--- src/rtl/gbe_rx_pkg.sv ---
// Shared types and defaults for the 10GbE RX activity counters.
package gbe_rx_pkg;

  // Default width of every count word handed to the status registers.
  localparam int CTR_WIDTH_DEFAULT = 32;

  // Frame-tracking state of the RX user interface.
  typedef enum logic [1:0] {
    IDLE     = 2'd0,
    IN_FRAME = 2'd1,
    DROP     = 2'd2
  } gbe_rx_state_t;

  // True while a frame has started and its eof word has not yet been seen.
  function automatic logic state_in_frame(input gbe_rx_state_t st);
    return (st != IDLE);
  endfunction

endpackage

--- src/rtl/gbe_sat_counter.sv ---
// Single event counter with synchronous clear and selectable wrap/saturate.
module gbe_sat_counter #(
  parameter int WIDTH    = 32,
  parameter bit SATURATE = 1'b0
) (
  input  logic             user_clk,
  input  logic             user_rst,
  input  logic             clr,
  input  logic             inc,
  output logic [WIDTH-1:0] count
);

  localparam logic [WIDTH-1:0] ZERO = {WIDTH{1'b0}};
  localparam logic [WIDTH-1:0] ONE  = {{(WIDTH-1){1'b0}}, 1'b1};
  localparam logic [WIDTH-1:0] MAX  = {WIDTH{1'b1}};

  logic [WIDTH-1:0] r_count;

  assign count = r_count;

  // Count register: reset and clear win over increment; at the top value either hold or wrap.
  always_ff @(posedge user_clk) begin
    if (user_rst) begin
      r_count <= ZERO;
    end else if (clr) begin
      r_count <= ZERO;
    end else if (inc) begin
      if (SATURATE && (r_count == MAX)) begin
        r_count <= MAX;
      end else begin
        r_count <= r_count + ONE;
      end
    end else begin
      r_count <= r_count;
    end
  end

endmodule

--- src/rtl/gbe_rx_valid_counter.sv ---
// RX activity counters for the 10GbE user interface: valid words, good frames,
// and bad or overrun-dropped frames, all in the user_clk domain.
module gbe_rx_valid_counter
  import gbe_rx_pkg::*;
#(
  parameter int CTR_WIDTH = CTR_WIDTH_DEFAULT,
  parameter bit SATURATE  = 1'b0
) (
  input  logic                 user_clk,
  input  logic                 user_rst,
  input  logic                 rx_valid,
  input  logic                 rx_end_of_frame,
  input  logic                 rx_bad_frame,
  input  logic                 rx_overrun,
  input  logic                 ctr_rst,
  input  logic                 ctr_en,
  output logic [CTR_WIDTH-1:0] rx_vld_count,
  output logic [CTR_WIDTH-1:0] rx_eof_count,
  output logic [CTR_WIDTH-1:0] rx_err_count,
  output logic                 rx_in_frame
);

  gbe_rx_state_t r_state;
  gbe_rx_state_t w_state_nxt;
  logic          r_ctr_rst_d;
  logic          w_clr;
  logic          w_eow;
  logic          w_cnt_ok;
  logic          w_eof_hit;
  logic          w_err_hit;
  logic          w_inc_vld;
  logic          w_inc_eof;
  logic          w_inc_err;

  // Delay starts at 1 out of reset so a clear held across reset does not fire.
  assign w_clr    = ctr_rst & ~r_ctr_rst_d;
  assign w_eow    = rx_valid & rx_end_of_frame;
  assign w_cnt_ok = ctr_en & ~w_clr;

  // State register and software-clear edge detector.
  always_ff @(posedge user_clk) begin
    if (user_rst) begin
      r_state     <= IDLE;
      r_ctr_rst_d <= 1'b1;
    end else begin
      r_state     <= w_state_nxt;
      r_ctr_rst_d <= ctr_rst;
    end
  end

  // Next-state decode; counting enables and clears never affect frame tracking.
  always_comb begin
    w_state_nxt = r_state;
    case (r_state)
      IDLE: begin
        if (rx_valid & ~rx_end_of_frame) begin
          w_state_nxt = rx_overrun ? DROP : IN_FRAME;
        end else begin
          w_state_nxt = IDLE;
        end
      end
      IN_FRAME: begin
        if (w_eow) begin
          w_state_nxt = IDLE;
        end else if (rx_overrun) begin
          w_state_nxt = DROP;
        end else begin
          w_state_nxt = IN_FRAME;
        end
      end
      DROP: begin
        if (w_eow) begin
          w_state_nxt = IDLE;
        end else begin
          w_state_nxt = DROP;
        end
      end
      default: w_state_nxt = IDLE;
    endcase
  end

  // Frame event decode: an overrun in a frame costs exactly one err and suppresses its eof.
  always_comb begin
    w_eof_hit = 1'b0;
    w_err_hit = 1'b0;
    case (r_state)
      IDLE: begin
        if (w_eow) begin
          w_eof_hit = ~rx_bad_frame;
          w_err_hit = rx_bad_frame;
        end else if (rx_valid & rx_overrun) begin
          w_err_hit = 1'b1;
        end else begin
          w_err_hit = 1'b0;
        end
      end
      IN_FRAME: begin
        if (rx_overrun) begin
          w_err_hit = 1'b1;
        end else if (w_eow) begin
          w_eof_hit = ~rx_bad_frame;
          w_err_hit = rx_bad_frame;
        end else begin
          w_err_hit = 1'b0;
        end
      end
      DROP:    w_err_hit = 1'b0;
      default: w_err_hit = 1'b0;
    endcase
  end

  assign w_inc_vld   = rx_valid  & w_cnt_ok;
  assign w_inc_eof   = w_eof_hit & w_cnt_ok;
  assign w_inc_err   = w_err_hit & w_cnt_ok;
  assign rx_in_frame = state_in_frame(r_state);

  gbe_sat_counter #(.WIDTH(CTR_WIDTH), .SATURATE(SATURATE)) u_vld_ctr (
    .user_clk (user_clk),
    .user_rst (user_rst),
    .clr      (w_clr),
    .inc      (w_inc_vld),
    .count    (rx_vld_count)
  );

  gbe_sat_counter #(.WIDTH(CTR_WIDTH), .SATURATE(SATURATE)) u_eof_ctr (
    .user_clk (user_clk),
    .user_rst (user_rst),
    .clr      (w_clr),
    .inc      (w_inc_eof),
    .count    (rx_eof_count)
  );

  gbe_sat_counter #(.WIDTH(CTR_WIDTH), .SATURATE(SATURATE)) u_err_ctr (
    .user_clk (user_clk),
    .user_rst (user_rst),
    .clr      (w_clr),
    .inc      (w_inc_err),
    .count    (rx_err_count)
  );

endmodule

--- config.mk ---
export PLATFORM = sky130hd
export DESIGN_NAME = gbe_rx_valid_counter
export DESIGN_NICKNAME = d
export VERILOG_FILES = /design/src/rtl/gbe_rx_pkg.sv /design/src/rtl/gbe_sat_counter.sv /design/src/rtl/gbe_rx_valid_counter.sv
export SDC_FILE = /design/constraint.sdc
export NUM_CORES = 1
export LEC_CHECK = 0
export ABC_AREA = 1
export CAP_MARGIN = 20
export CORE_ASPECT_RATIO = 0.7
export CORE_MARGIN = 5
export CORE_UTILIZATION = 57
export CTS_CLUSTER_SIZE = 20
export DETAILED_ROUTE_END_ITERATION = 10
export PLACE_DENSITY = 0.86
export SYNTH_ARGS = -nofsm -noshare
export SYNTH_HDL_FRONTEND = slang
export SYNTH_SLANG_ARGS = --single-unit
--- constraint.sdc ---
create_clock -name user_clk -period 4.18 [get_ports user_clk]
set_input_delay 0.627 -clock user_clk [delete_from_list [all_inputs] [get_ports user_clk]]
set_output_delay 0.627 -clock user_clk [all_outputs]
set_load 0.02 [all_outputs]
==> impl_metrics.csv <==
group,metric,value,unit
setup_path,regToRegSetupSlack,2.42,ns
global_route,first_global_vias,5209,
cts,cts_resized,0,
sta,maxSlewHeadroom,0.621,
synthesis,yosys.area_share.simple,0.448,
sta,tightest_slew,0.567,ns
drt,routed_via_density,5.19,
synthesis,ys_ff_latch,99,
power_and_ir_drop,powerDensity,275,nW/µm²
power_and_ir_drop,power.leakage,0.00266,µW
placement,place_hpwl,10800,µm
sta,setup_viol,0,
global_route,grt_usage,0.262,
sta,timing_hold_violations_final,0,
global_route,grt_pass1_wl,25800,µm
floorplan,die_area,11800,µm²
cts,cts_sinks,99,
setup_path,cp-start-kind,"input pin",
power_and_ir_drop,vdd_ir_drop_max,0.215,mV
setup_path,critPathKind,"input pin to flop",
global_route,antenna_found_initial,0,
setup_path,reg2reg_from,"u_vld_ctr.count[1]",
setup_path,critPathCapture,"u_vld_ctr.count[16]",
sta,fin_skew,0.00733,ns
floorplan,coreArea,9610,µm²
layout,drive_above_1_share,0.0406,
synthesis,syn_area_per_cell,6.14,µm²
sta,worst_slack,1.97,ns
cts,cts_setup_buffers,0,
hold_path,hold_path.class,"flop to flop",
layout,seqCellArea,1980,µm²
synthesis,synth_cell_types,34,
sta,post-route-period-util,0.528,
global_route,grt_overflow_total,0,
sta,max_freq,453,MHz
sta,tns,0,ns
power_and_ir_drop,swShare,0.223,
power_and_ir_drop,comb_power_share,0.050,
layout,final_common_cell,"nand2_1",
synthesis,synthMuxAreaShare,0,
floorplan,ios,105,
synthesis,synth_top_family_by_area,"simple AND/OR/NAND/NOR gates",
setup_path,cp-end-kind,"flop",
synthesis,ys_seq_area_frac,0.357,
synthesis,ys_warn_count,0,
synthesis,yosys.area.top_type,"dfxtp_1",
cts,cts_root_buffer,"clkbuf_16",
layout,num-fill-cells,804,
power_and_ir_drop,p_clk_frac,0.459,
synthesis,netlist_area,5540,µm²
cts,cts_tree,"done",
setup_path,crit_arrival,2.44,ns
cts,clock_latency,0.34,ns
placement,numPortBuffers,104,
run_status,status,"complete, no violations",
floorplan,start_util,0.577,
job,drv_cap,0,
layout,antennaDiodeCount,0,
drt,via_count,5910,
drt,wl_per_cell,13.3,µm
global_route,grt_start_max_net_pins,65,
drt,drc,0,
floorplan,die_h,92.5,µm
setup_path,startpoint,"rx_valid",
power_and_ir_drop,net-switching-power,431,µW
floorplan,dieWidth,128,µm
layout,area_delta_synth_final,26.8,%
layout,final_cell_mix,"nand2_1, nor2_1, inv_1",
power_and_ir_drop,intPower,1500,µW
synthesis,synth-xor-area-share,0.0221,
sta,rsz0062_at_grt,"no",
synthesis,synth_area_leaders,"dfxtp_1, nand2_1, nor2_1",
setup_path,cp_max_fo,15,
cts,hold_buffers,0,
synthesis,synth_cells,903,
sta,slew_violations,0,
synthesis,syn-num-nets,914,
cts,clockBufferDepth,2,
setup_path,timing.rr.end,"u_vld_ctr.count[16]",
layout,multi_input_area,3040,µm²
cts,path_clk_slew,0.07,ns
cts,cts_buffers,9,
sta,period_needed,2.21,ns
power_and_ir_drop,p_seq_frac,0.492,
synthesis,synthAdderAreaFrac,0.00677,
floorplan,fp-row-count,30,
setup_path,reg2regPathDepth,8,
synthesis,synth_top_cell_area_share,0.357,
placement,place.gp.congestion,0.936,
layout,num-nets-final,1016,
placement,pre_cts_ws,1.60,ns
drt,finalWirelength,15200,µm
cts,cts_htree_levels,3,
drt,drtAntennaViolNets,0,
synthesis,synth-compound-area-share,0.0706,
drt,drt_pre_antenna_iters,6,
drt,drtIter0Drc,638,
setup_path,required,4.41,ns
power_and_ir_drop,p_total,1930,µW
registers in the layout, summed over array words and instances, names as in the netlist:
register,count
u_eof_ctr.count,32
u_err_ctr.count,32
u_vld_ctr.count,32
r_state,2
r_ctr_rst_d,1
worst min path at each step:
stage,from,end,slack (ns),depth (start not counted)
detailed placement,u_vld_ctr.count[5],u_vld_ctr.count[5],0.49,2
CTS,u_vld_ctr.count[5],u_vld_ctr.count[5],0.51,2
floorplan,r_state[0],r_state[1],0.48,1
finish,u_vld_ctr.count[5],u_vld_ctr.count[5],0.51,2
global placement,u_vld_ctr.count[5],u_vld_ctr.count[5],0.48,2
global route,u_err_ctr.count[31],u_err_ctr.count[31],0.55,2
synthesized netlist by cell type, drive strengths merged:
| cell | n |
|---|---|
| nand2 | 243 |
| nor2 | 209 |
| inv | 121 |
| dfxtp | 99 |
| nand3 | 68 |
| a21oi | 43 |
| nand4 | 31 |
| o21ai | 22 |
| nor3 | 15 |
| buf | 11 |
| xor2 | 10 |
| clkbuf | 5 |
| and2 | 4 |
| xnor2 | 4 |
| ha | 3 |
| nor3b | 3 |
| o21bai | 3 |
| a31oi | 2 |
| and3 | 2 |
| a2111oi | 1 |
| a211oi | 1 |
| nand3b | 1 |
| o21a | 1 |
| or2 | 1 |
cell families after synthesis:
logic type,count (synthesis)
AO/OA/AOI/OAI,73
flip-flops,99
buffers and inverters,137
AND/OR/NAND/NOR,577
XOR/XNOR,14
adder cells (fa/ha/maj),3
stage by stage:
step                std cells  instance area [µm²]  utilization  hold WS (ns)
CTS                      1137                 7010        0.729         0.513
floorplan                 903                 5540            -         0.483
finish                   1138                 7030        0.731         0.509
global placement         1121                 6690        0.696         0.481
detailed placement       1121                 6690        0.696         0.490
global route             1138                 7030        0.731         0.548
cell type report:
type / instances / area share
tap: 128 / 0.0228
multi-input combinational: 667 / 0.432
clock buffer: 10 / 0.0326
sequential: 99 / 0.282
clock inverter: 6 / 0.0128
timing repair buffer: 107 / 0.153
inverter: 121 / 0.0646
worst max-delay path, cell delays in order:
cell and delay [ns]:
clkdlybuf4s50_1 0.61, nand3_2 0.36, nor2_1 0.37, nand3_1 0.18, nor3b_1 0.22, nor2_1 0.06
metal layers:
metal,part of all wire,wire length [µm],global-route usage
met1,0.48,7360,0.400
met3,0.073,1110,0.0542
met4,0.0092,140,0.0530
met5,0,0,0
met2,0.43,6580,0.378
power groups by stage:
stage / registers (µW) / clock network [µW] / logic (µW)
global placement: 973 / 0 / 91.7
floorplan: 975 / 0 / 59.6
finish: 951 / 887 / 95.9
global route: 951 / 941 / 107
detailed placement: 973 / 0 / 92.9
CTS: 951 / 898 / 93.6
Note: power is estimated with default switching activity, not from simulation.
